[src/rtl/writeback_unit.sv]
// Commit stage for execution results: register writes, single stores and
// multi-byte stack pushes, ending in a one-cycle instruction_done pulse.
module writeback_unit #(
  parameter int unsigned REG_WIDTH  = 8,
  parameter int unsigned ADDR_WIDTH = 16,
  parameter logic [ADDR_WIDTH-1:0] STACK_BASE = ADDR_WIDTH'(16'h0100),
  parameter int unsigned SEL_WIDTH  = 4
) (
  input  logic                     phi1,
  input  logic                     reset_n,
  input  logic                     wb_start,
  input  logic [1:0]               wb_kind,
  input  logic [SEL_WIDTH-1:0]     wb_dest,
  input  logic [ADDR_WIDTH-1:0]    wb_addr,
  input  logic [REG_WIDTH-1:0]     wb_data,
  input  logic [1:0]               push_count,
  input  logic [3*REG_WIDTH-1:0]   push_bytes,
  input  logic [REG_WIDTH-1:0]     sp_in,
  output logic                     busy,
  output logic                     mem_we,
  output logic [ADDR_WIDTH-1:0]    mem_addr,
  output logic [REG_WIDTH-1:0]     mem_data,
  output logic                     reg_we,
  output logic [SEL_WIDTH-1:0]     reg_sel,
  output logic [REG_WIDTH-1:0]     reg_data,
  output logic                     sp_we,
  output logic [REG_WIDTH-1:0]     sp_out,
  output logic                     instruction_done
);

  localparam logic [1:0] KIND_DONE = 2'd0;
  localparam logic [1:0] KIND_REG  = 2'd1;
  localparam logic [1:0] KIND_MEM  = 2'd2;
  localparam logic [1:0] KIND_PUSH = 2'd3;

  typedef enum logic [2:0] {
    S_IDLE = 3'd0,
    S_REG  = 3'd1,
    S_MEM  = 3'd2,
    S_PUSH = 3'd3,
    S_DONE = 3'd4
  } state_t;

  state_t                  state;
  logic [SEL_WIDTH-1:0]    dest_q;
  logic [ADDR_WIDTH-1:0]   addr_q;
  logic [REG_WIDTH-1:0]    data_q;
  logic [3*REG_WIDTH-1:0]  bytes_q;
  logic [1:0]              rem_q;
  logic [REG_WIDTH-1:0]    sp_cur_q;
  logic                    sp_upd_q;
  logic [REG_WIDTH-1:0]    cur_byte_c;

  // Remaining-byte count selects the next byte, so the highest used byte goes first.
  always_comb begin
    cur_byte_c = bytes_q[REG_WIDTH-1:0];
    case (rem_q)
      2'd3:    cur_byte_c = bytes_q[3*REG_WIDTH-1 -: REG_WIDTH];
      2'd2:    cur_byte_c = bytes_q[2*REG_WIDTH-1 -: REG_WIDTH];
      default: cur_byte_c = bytes_q[REG_WIDTH-1:0];
    endcase
  end

  always_ff @(posedge phi1) begin
    if (!reset_n) begin
      state            <= S_IDLE;
      busy             <= 1'b0;
      mem_we           <= 1'b0;
      mem_addr         <= '0;
      mem_data         <= '0;
      reg_we           <= 1'b0;
      reg_sel          <= '0;
      reg_data         <= '0;
      sp_we            <= 1'b0;
      sp_out           <= '0;
      instruction_done <= 1'b0;
      dest_q           <= '0;
      addr_q           <= '0;
      data_q           <= '0;
      bytes_q          <= '0;
      rem_q            <= 2'd0;
      sp_cur_q         <= '0;
      sp_upd_q         <= 1'b0;
    end else begin
      // Strobes are single-cycle unless re-asserted below.
      mem_we           <= 1'b0;
      reg_we           <= 1'b0;
      sp_we            <= 1'b0;
      instruction_done <= 1'b0;

      case (state)
        S_IDLE: begin
          if (wb_start) begin
            dest_q   <= wb_dest;
            addr_q   <= wb_addr;
            data_q   <= wb_data;
            bytes_q  <= push_bytes;
            rem_q    <= push_count;
            sp_cur_q <= sp_in;
            sp_upd_q <= 1'b0;
            busy     <= 1'b1;
            case (wb_kind)
              KIND_DONE: state <= S_DONE;
              KIND_REG:  state <= S_REG;
              KIND_MEM:  state <= S_MEM;
              KIND_PUSH: begin
                if (push_count == 2'd0) begin
                  state <= S_DONE;
                end else begin
                  state    <= S_PUSH;
                  sp_upd_q <= 1'b1;
                end
              end
              default:   state <= S_DONE;
            endcase
          end
        end

        S_REG: begin
          reg_we   <= 1'b1;
          reg_sel  <= dest_q;
          reg_data <= data_q;
          state    <= S_DONE;
        end

        S_MEM: begin
          mem_we   <= 1'b1;
          mem_addr <= addr_q;
          mem_data <= data_q;
          state    <= S_DONE;
        end

        // The stack stays inside its page: SP wraps, the page base does not move.
        S_PUSH: begin
          mem_we   <= 1'b1;
          mem_addr <= STACK_BASE + ADDR_WIDTH'(sp_cur_q);
          mem_data <= cur_byte_c;
          sp_cur_q <= sp_cur_q - REG_WIDTH'(1);
          rem_q    <= rem_q - 2'd1;
          if (rem_q == 2'd1) begin
            state <= S_DONE;
          end
        end

        S_DONE: begin
          instruction_done <= 1'b1;
          busy             <= 1'b0;
          if (sp_upd_q) begin
            sp_we  <= 1'b1;
            sp_out <= sp_cur_q;
          end
          sp_upd_q <= 1'b0;
          state    <= S_IDLE;
        end

        default: begin
          busy  <= 1'b0;
          state <= S_IDLE;
        end
      endcase
    end
  end

endmodule

[config.mk]
export PLATFORM = sky130hd
export DESIGN_NAME = writeback_unit
export DESIGN_NICKNAME = d
export VERILOG_FILES = /design/src/rtl/writeback_unit.sv
export SDC_FILE = /design/constraint.sdc
export NUM_CORES = 1
export LEC_CHECK = 0
export CORE_ASPECT_RATIO = 0.8
export CORE_MARGIN = 1
export CORE_UTILIZATION = 50
export DETAILED_ROUTE_END_ITERATION = 10
export DONT_BUFFER_PORTS = 1
export PLACE_DENSITY = 0.71
export SYNTH_ARGS = -nofsm -noshare
export SYNTH_HDL_FRONTEND = slang
export SYNTH_SLANG_ARGS = --single-unit
[constraint.sdc]
create_clock -name phi1 -period 3.5 [get_ports phi1]
set_clock_uncertainty 0.05 [all_clocks]
set_input_delay 0.7 -clock phi1 [delete_from_list [all_inputs] [get_ports phi1]]
set_output_delay 0.7 -clock phi1 [all_outputs]
set_load 0.01 [all_outputs]
==> results by group, run 1 <==
Floorplan
  • Row cnt: 30
  • IO Count: 116
  • Core area: 0.008633 mm2
  • Die Span Y: 87.26 um
  • Initial core utilization: 52.62%
  • Die area: 0.009474 mm2
  • DIE WIDTH: 108.6 um

Routing
  • Met1 WL: 4956 um
  • Initial DRC Count: 311
  • Via-to-Cell Ratio: 5.751
  • Max layer used: met4
  • DRT Pass-1 Iters: 5
  • Detail Route met3 WL: 1316 um
  • Post-route ant nets: 0
  • Final wirelength: 11470 um
  • DRC: 0
  • Wire per inst: 17.02 um
  • Via Count: 3876
  • Met2 wire len: 5046 um

Hold path
  • Hold Path End: addr_q[4]
  • Worst hold path class: in -> reg
  • Hold path depth: 2
  • Min-Delay Startpoint: wb_addr[4]

Place
  • Placer congestion estimate: 0.8074
  • Pre-CTS WS: 1.163 ns
  • Hpwl dp: 7726 um
  • IO buf count: 0

Synthesis
  • Number of distinct library cells after synthesis: 41
  • Top FF cell, synth: dfxtp_1
  • Synth Net Count: 638
  • Cells after synthesis: 567
  • Synth Register Bits: 115
  • Sequential area share after synthesis: 50.67%
  • Ys async rst share: 0%
  • Yosys warns: 0
  • Synthesized area: 0.004543 mm2
  • Post-synth EDFFs: 0
  • Post-Syn Area per Cell: 8.013 um2

Clocking
  • CTS tree: built
  • Setup bufs post-CTS: 0
  • Hold_buf cts: 0
  • CTS resizes: 0
  • Clk sinks: 115
  • TritonCTS buffer count: 17
  • CTS root buf: clkbuf_16
  • CTS clk-pin slew, worst paths: 0.06 ns
  • H-tree depth: 4
  • Clock Tree Buf Depth: 2
  • Clk_lat worst skew: 0.40 ns

Power and ir drop
  • Leakage: 0.001796 uW
  • Switch share: 25.79%
  • Int Pwr: 2585 uW
  • Sequential Power Share: 42.1%
  • Logic pwr share: 8.6%
  • Clk pwr share: 49.3%
  • NetSw: 898.0 uW
  • Pwr Density: 675.6 mW/mm2
  • Worst ir drop on vdd: 0.3133 mV

Setup path
  • CP max stage delay: 0.47 ns
  • Critical path fanouts, max: 48
  • R2r startpoint: state[0]
  • Setup CP Type: reg -> reg
  • WP data arrival: 2.44 ns
  • Slowest-stage cell, CP: a2111oi_0
  • CP required: 3.71 ns
  • Critical path capture point type: register
  • R2R Setup Slk: 1.27 ns
  • CP startpoint kind: register
  • Worst-path cell chain: buf_4 > nor4b_4 > buf_4 > nor2_1 > a2111oi_0
  • Cells on worst reg2reg path: 5
  • Reg2reg end: sp_cur_q[0]
  • CP dominant cell by count: buf_4

Timing
  • Final setup TNS: 0 ns
  • Slew Limit Fails: 0
  • Min Tclk post-route: 2.228 ns
  • Unrepaired setup endpoints after global routing: false
  • Final setup violation count: 0
  • Rel. slew slack: 48.15%
  • Max frequency: 0.4487 GHz
  • Fin worst setup slack: 1.272 ns
  • Worst slew pin tran: 0.7777 ns
  • Tcrit/Tclk final: 63.67%
  • Final hold viol count: 0

Global routing
  • First-pass GRT wire length: 18130 um
  • Remaining Overflow, GRT: 0
  • Largest net degree at the start of global routing: 64
  • Vias in the first global route: 3625
  • Initial antenna violation count: 0
  • Total track usage: 25.47%

Run status
  • Outcome: finished clean

Layout
  • ANT cells: 0
  • Nets: 620
  • Commonest non-fill, non-tap cells in the layout: nand2_1 (178), dfxtp_1 (114), a21oi_1 (96), nor2_1 (28), clkbuf_16 (17)
  • Commonest non-fill, non-tap cell in the layout: nand2_1
  • Layout cells sized above 1: 9.253%
  • Layout area overhead: 13.47%

Job
  • Max-Cap Viols: 0
[cells in the mapped netlist (3+ instances only)]
| library cell | instances | area share, % |
|---|---|---|
| a211oi_1 | 7 | 1.2 |
| nand3_1 | 7 | 0.77 |
| buf_2 | 12 | 1.3 |
| ha_1 | 4 | 1.1 |
| nand3b_1 | 9 | 1.5 |
| nand2_1 | 178 | 15 |
| nor2_1 | 28 | 2.3 |
| clkbuf_1 | 29 | 2.4 |
| o21ai_0 | 11 | 1.2 |
| dfxtp_1 | 115 | 51 |
| a22oi_1 | 9 | 1.5 |
| a21oi_1 | 96 | 11 |
| inv_1 | 5 | 0.41 |
| mux2i_1 | 8 | 1.8 |
| a31o_2 | 7 | 1.3 |
| nor3_1 | 4 | 0.44 |
| a31oi_1 | 5 | 0.69 |
| o211ai_1 | 3 | 0.50 |
[flip-flops by register name, summed over array words and instances (netlist names), 2 cells and up]
register / flops
addr_q: 16
bytes_q: 24
data_q: 8
dest_q: 4
mem_addr: 16
mem_data: 8
reg_data: 8
reg_sel: 4
rem_q: 2
sp_cur_q: 8
sp_out: 8
state: 3
[power by group through the flow]
stage	registers (uW)	clock network, uW	logic [uW]
detailed placement	1490	0	299
global placement	1490	0	288
global route	1470	1810	338
CTS	1460	1740	301
finish	1460	1720	301
floorplan	1460	0	251
[cell type report]
| cell class | instances | area, um2 |
|---|---|---|
| Timing Repair Buffer | 6 | 57.56 |
| Fill cell | 812 | 3478 |
| Tap cell | 112 | 140.1 |
| Clock inverter | 13 | 150.1 |
| Multi-Input combinational cell | 403 | 2027 |
| Inverter | 6 | 23.77 |
| Sequential cell | 115 | 2303 |
| Clock buffer | 19 | 452.9 |
[worst max-delay path: cells and delay by family, from the launching register on]
kind | cells | cell delay [ns]
simple gates | 2 | 0.55
compound gates | 1 | 0.47
flops | 1 | 0.31
buf+inv | 2 | 0.72
[stage by stage]
step / instances / total power, uW / util, % / area, um2 / hold WS [ns]
after global routing: 674 / 3622 / 59.71 / 5155 / 0.3555
after CTS: 674 / 3508 / 59.71 / 5155 / 0.3585
final: 674 / 3483 / 59.71 / 5155 / 0.3729
after detailed placement: 642 / 1788 / 52.72 / 4552 / 0.3963
after floorplan: 567 / 1715 / - / 4543 / 0.3821
after global placement: 642 / 1773 / 52.72 / 4552 / 0.3922
[how the worst max path moves through the flow]
stage,from,end,slack (ns),cells past startpoint
2_1_floorplan,wb_start,bytes_q[10],1.66,6
3_3_place_gp,wb_start,bytes_q[11],1.20,4
3_5_place_dp,wb_start,bytes_q[22],1.16,4
4_1_cts,state[0],sp_cur_q[0],1.26,5
5_1_grt,state[0],sp_cur_q[0],1.07,5
6_report,state[0],sp_cur_q[0],1.27,5
[cells by family after synthesis]
group | after synthesis | share of synthesized area, %
flip-flops | 115 | 50.67
adder cells (fa/ha/maj) | 4 | 1.102
AO/OA/AOI/OAI | 148 | 18.87
multiplexers | 9 | 2.011
buffers and inverters | 49 | 4.709
AND/OR/NAND/NOR | 242 | 22.64
[per-layer routing]
| metal | GRT usage (%) | vias up |
|---|---|---|
| li1 | - | 1886 |
| met4 | 9.459 | 0 |
| met5 | 0 | - |
| met2 | 37.28 | 176 |
| met3 | 10.85 | 16 |
| met1 | 33.32 | 1798 |
Note: power is estimated with default switching activity, not from simulation.
==> run 2: changes to the inputs <==
Settings changed: PLACE_DENSITY 0.71 to 0.74.
Clock period 3.5 ns to 1.95 ns, I/O delays scaled along.
==> results by group, run 2 (synthesis results as in run 1) <==
Run status
  • Outcome: finished clean

Layout
  • Layout area overhead: 17.46%
  • Finished Core Util: 61.81% (+2.1 points)
  • Commonest non-fill, non-tap cell in the layout: nand2_1
  • Biggest register: bytes_q
  • Max FFs per register: 24 (unchanged)
  • Layout cells sized above 1: 10.66% (+1.4 points)
  • Largest registers: bytes_q (24), addr_q (16), mem_addr (16)
  • Commonest non-fill, non-tap cells in the layout: nand2_1 (178), dfxtp_1 (114), a21oi_1 (96), nor2_1 (28), clkbuf_16 (17)
  • Nets: 630 (+1.6%)
  • ANT cells: 0 (unchanged)

Global routing
  • Remaining Overflow, GRT: 0 (unchanged)
  • Total track usage: 25.70% (+0.23 points)
  • Vias in the first global route: 3755 (+3.6%)
  • Initial antenna violation count: 0 (unchanged)
  • Largest net degree at the start of global routing: 53 (-17%)
  • First-pass GRT wire length: 18400 um (+1.4%)

Setup path
  • Critical path fanouts, max: 9 (-81%)
  • Crit path buffers/inverters: 2 (unchanged)
  • R2r startpoint: rem_q[0]
  • Setup crit start: rem_q[0]
  • CP max stage delay: 0.40 ns (-0.07 ns)
  • Worst-path cell chain: inv_1 > ha_1 > nor2_1 > buf_4 > nand2_1 > a31o_2 > a21oi_1
  • Setup CP Type: reg -> reg
  • CP top delay family: compound AO/OA/AOI/OAI gates
  • Critical path capture point type: register
  • CP startpoint kind: register
  • CP required: 2.22 ns (-1.49 ns)
  • Slowest-stage cell, CP: dfxtp_1
  • WP data arrival: 2.07 ns (-0.37 ns)

Timing
  • Final setup violation count: 0 (unchanged)
  • Final setup TNS: 0 ns (unchanged)
  • Min Tclk post-route: 1.802 ns (-0.4260 ns)
  • Tcrit/Tclk final: 92.43% (+29 points)
  • Unrepaired setup endpoints after global routing: false
  • Slew Limit Fails: 0 (unchanged)
  • Final hold viol count: 0 (unchanged)
  • Rel. slew slack: 66.99% (+19 points)
  • Max frequency: 0.5548 GHz (+24%)
  • Worst slew pin tran: 0.4906 ns (-0.2871 ns)

Routing
  • Via Count: 3946 (+1.8%)
  • Post-route ant nets: 0 (unchanged)
  • Initial DRC Count: 277 (-11%)
  • Final wirelength: 11710 um (+2.0%)
  • Via-to-Cell Ratio: 5.769 (+0.32%)
  • DRT Pass-1 Iters: 4 (-1)
  • DRC: 0 (unchanged)
  • Wire per inst: 17.12 um (+0.55%)

Place
  • Hpwl dp: 7780 um (+0.70%)
  • Placer congestion estimate: 0.8688 (+7.6%)
  • IO buf count: 0 (unchanged)

Hold path
  • Min-Delay Startpoint: wb_addr[3]
  • Worst hold path class: in -> reg

Floorplan
  • DIE WIDTH: 108.6 um (unchanged)
  • IO Count: 116 (unchanged)
  • Row cnt: 30 (unchanged)
  • Die area: 0.009474 mm2 (unchanged)
  • Initial core utilization: 52.62% (unchanged)
  • Core area: 0.008633 mm2 (unchanged)
  • Die Span Y: 87.26 um (unchanged)

Power and ir drop
  • Leakage: 0.001911 uW (+6.4%)
  • Worst ir drop on vdd: 0.7701 mV (+150%)
  • Pwr Density: 1278 mW/mm2 (+89%)
  • Power consumption: 6822 uW (+96%)

Clocking
  • Clk_lat worst skew: 0.40 ns (about the same)
  • Hold_buf cts: 0 (unchanged)
  • Clock Tree Buf Depth: 2 (unchanged)
  • CTS root buf: clkbuf_16
  • Setup bufs post-CTS: 0 (unchanged)
  • Clk sinks: 115 (unchanged)
  • TritonCTS buffer count: 17 (unchanged)
  • CTS clk-pin slew, worst paths: 0.06 ns (about the same)
  • CTS resizes: 0 (unchanged)
  • CTS tree: built
  • H-tree depth: 4 (unchanged)

Job
  • Max-Cap Viols: 0 (unchanged)
[run 2: changes by cell type in the layout (fill, tap and decap cells not counted), moves of 3 or more]
cell / change
buf_4: +9
clkinvlp_4: -5
bufinv_16: +4
clkbuf_8: +3
clkinv_4: -3
[run 2: final timing paths]
check	slack [ns]	end	depth (start not counted)
max reg2reg	0.15	mem_data[5]	7
min	0.07	addr_q[3]	2
min reg2reg	0.40	reg_sel[2]	2
max	0.15	mem_data[5]	7
[run 2: metrics by stage]
stage	cell area (um2)	hold WS [ns]	worst slack (ns)	std cells
global placement	4639	0.3872	0.2339	652
finish	5336	0.07054	0.1476	684
global route	5336	0.05756	0.04221	684
floorplan	4543	0.3821	0.3056	567
detailed placement	4639	0.3968	0.2012	652
CTS	5335	0.05449	0.1208	684
[run 2: layer usage]
metal | wire length, um | part of all wire [%] | global-route usage, %
met5 | 0 | 0 | 0
met4 | 101 | 0.86 | 8.477
met3 | 1113 | 9.5 | 9.723
met2 | 5426 | 46 | 39.47
met1 | 5066 | 43 | 33.27
[run 2: worst reg2reg max path: stages, from the launching register on]
cell     delay, ns
dfxtp_1       0.40
inv_1         0.07
ha_1          0.34
nor2_1        0.18
buf_4         0.18
nand2_1       0.10
a31o_2        0.26
a21oi_1       0.15
[run 2: final cells by class]
type	instances	area [um2]
fill	752	3297
sequential	115	2303
multi-input combinational	403	2028
clock buffer	24	501.7
clock inverter	8	193.9
timing repair buffer	16	145.1
tap	112	140.1
inverter	6	23.77
[run 2: power breakdown]
part           switching [uW]  internal (uW)
logic                     384            209
registers                 119           2500
clock network            1040           2570
total                    1550           5280
==> run 3: changes to the inputs <==
Settings changed: CORE_UTILIZATION 50 to 56, PLACE_DENSITY 0.74 to 0.8.
==> results by group, run 3 (synthesis results as in run 1) <==
Place
  • IO buf count: 0 (unchanged)
  • Placed Instance Area: 0.004612 mm2 (-0.59%)
  • Placed Cells: 646 (-0.92%)
  • Placer congestion estimate: 0.8870 (+2.1%)
  • Pre-CTS WS: 0.1923 ns (-0.008973 ns)
  • Hpwl dp: 7914 um (+1.7%)

Layout
  • Design area: 0.005774 mm2 (+8.2%)
  • Commonest non-fill, non-tap cell in the layout: nand2_1
  • Largest registers: bytes_q (24), addr_q (16), mem_addr (16)
  • Commonest non-fill, non-tap cells in the layout: nand2_1 (178), dfxtp_1 (115), a21oi_1 (96), dlygate4sd3_1 (57), nor2_1 (28)
  • Max FFs per register: 24 (unchanged)
  • Layout area overhead: 27.10%
  • Biggest register: bytes_q
  • Final Non-Filler Cells: 736 (+7.6%)
  • ANT cells: 0 (unchanged)
  • Nets: 689 (+9.4%)
  • Layout cells sized above 1: 9.509% (-1.2 points)

Routing
  • Via Count: 4248 (+7.7%)
  • DRC: 0 (unchanged)
  • DRT Pass-1 Iters: 5 (+1)
  • Via-to-Cell Ratio: 5.772 (about the same)
  • Post-route ant nets: 0 (unchanged)
  • Final wirelength: 12470 um (+6.5%)
  • Initial DRC Count: 282 (+1.8%)
  • Wire per inst: 16.94 um (-1.0%)

Clocking
  • Clk sinks: 115 (unchanged)
  • CTS clk-pin slew, worst paths: 0.06 ns (about the same)
  • CTS root buf: clkbuf_8
  • CTS tree: built
  • Clk_lat worst skew: 0.51 ns (+0.11 ns)
  • Clock Tree Buf Depth: 2 (unchanged)
  • TritonCTS buffer count: 17 (unchanged)
  • H-tree depth: 4 (unchanged)

Global routing
  • Total track usage: 31.32% (+5.6 points)
  • Largest net degree at the start of global routing: 44 (-17%)
  • Grt met1 use: 41.06% (+7.8 points)
  • Remaining Overflow, GRT: 0 (unchanged)
  • Vias in the first global route: 4078 (+8.6%)
  • Met3 GRT Util: 8.923% (-0.80 points)
  • Initial antenna violation count: 0 (unchanged)
  • First-pass GRT wire length: 19850 um (+7.9%)
  • Routing usage on met2: 49.33% (+9.9 points)
  • Grt peak-use layer: met2

Run status
  • Outcome: finished clean

Setup path
  • Worst-path cell chain: buf_4 > buf_4 > and2_1 > nand2_1 > a21oi_1
  • Slowest-stage cell, CP: and2_1
  • Critical path capture point type: register
  • Setup CP Type: reg -> reg
  • Critical path fanouts, max: 34 (+25)
  • CP max stage delay: 0.48 ns (+0.08 ns)
  • CP startpoint kind: register
  • CP required: 2.33 ns (+0.11 ns)
  • CP dominant cell by count: buf_4
  • WP data arrival: 2.25 ns (+0.18 ns)

Floorplan
  • Die area: 0.008479 mm2 (-11%)
  • Die Span Y: 82.56 um (-5.4%)
  • DIE WIDTH: 102.7 um (-5.4%)
  • Initial core utilization: 59.49% (+6.9 points)
  • Row cnt: 28 (-6.7%)
  • Core area: 0.007637 mm2 (-12%)
  • IO Count: 116 (unchanged)

Timing
  • Final hold viol count: 0 (unchanged)
  • Min Tclk post-route: 1.867 ns (+0.06487 ns)
  • Tcrit/Tclk final: 95.76% (+3.3 points)
  • Final setup TNS: 0 ns (unchanged)
  • Final setup violation count: 0 (unchanged)
  • Unrepaired setup endpoints after global routing: false
  • Max frequency: 0.5355 GHz (-3.5%)
  • Worst slew pin tran: 0.5194 ns (+0.02877 ns)
  • Rel. slew slack: 65.05% (-1.9 points)
  • Slew Limit Fails: 0 (unchanged)
  • Fin worst setup slack: 0.08273 ns (-0.06487 ns)

Job
  • Max-Cap Viols: 0 (unchanged)

Power and ir drop
  • Power consumption: 6349 uW (-6.9%)
  • Pwr Density: 1100 mW/mm2 (-14%)
  • Leakage: 0.002101 uW (+9.9%)
  • Worst ir drop on vdd: 0.6964 mV (-9.6%)

Hold path
  • Worst hold path class: in -> reg
## run 3: changes by cell type in the layout (fill, tap and decap cells not counted), sizes merged
cell         before  now
buf              16   18
clkinv            3    7
clkinvlp          0    1
bufinv            6    3
clkbuf           24   22
dlygate4sd3       0   57
## run 3: final timing paths
kind / from / endpoint / slack [ns] / depth (start not counted)
worst max register to register: state[0] / reg_sel[2] / 0.08 / 5
worst max-delay path: state[0] / reg_sel[2] / 0.08 / 5
worst min-delay path: push_bytes[7] / bytes_q[7] / 0.007 / 2
worst min register to register: dest_q[3] / reg_sel[3] / 0.40 / 2
## run 3: through the flow
step / hold WS (ns) / util (%)
final: 0.006723 / 75.61
after detailed placement: 0.3979 / 60.39
after CTS: 0.001499 / 75.51
after global routing: 0.001328 / 75.61
after floorplan: 0.3821 / -
after global placement: 0.3932 / 60.39
## run 3: critical path: cells and delay by family, from the launching register on
family                 cells  cell delay (ns)
and+or+nand+nor            2             0.62
buffers and inverters      2             0.59
DFF                        1             0.33
AOI/OAI and AO/OA          1             0.17
## run 3: layer usage
metal / share of wire [%] / wire length, um
met3: 9.6 / 1202
met1: 42 / 5222
met4: 1.4 / 174
met2: 47 / 5870
met5: 0 / 0
## run 3: area by class of cell
cell class	instances	area [um2]
Timing Repair Buffer	75	705.7
Clock inverter	10	131.4
Clock buffer	22	452.9
Inverter	6	23.77
Multi-Input combinational cell	403	2027
Sequential cell	115	2302
Tap cell	105	131.4
Fill cell	585	1863
## run 3: timing repair
action                     CTS  global route
hold buffers                57             0
resized for setup            0             0
hold endpoints to repair    58             0
setup endpoints to repair    0             1
setup buffers                0             1
## run 3: where the power goes
| part | switching [uW] | leakage [uW] | internal (uW) |
|---|---|---|---|
| sequential | 123 | 0.000938 | 2500 |
| combinational | 407 | 0.000874 | 276 |
| clock | 1040 | 0.000288 | 2000 |
| total | 1570 | 0.00210 | 4770 |
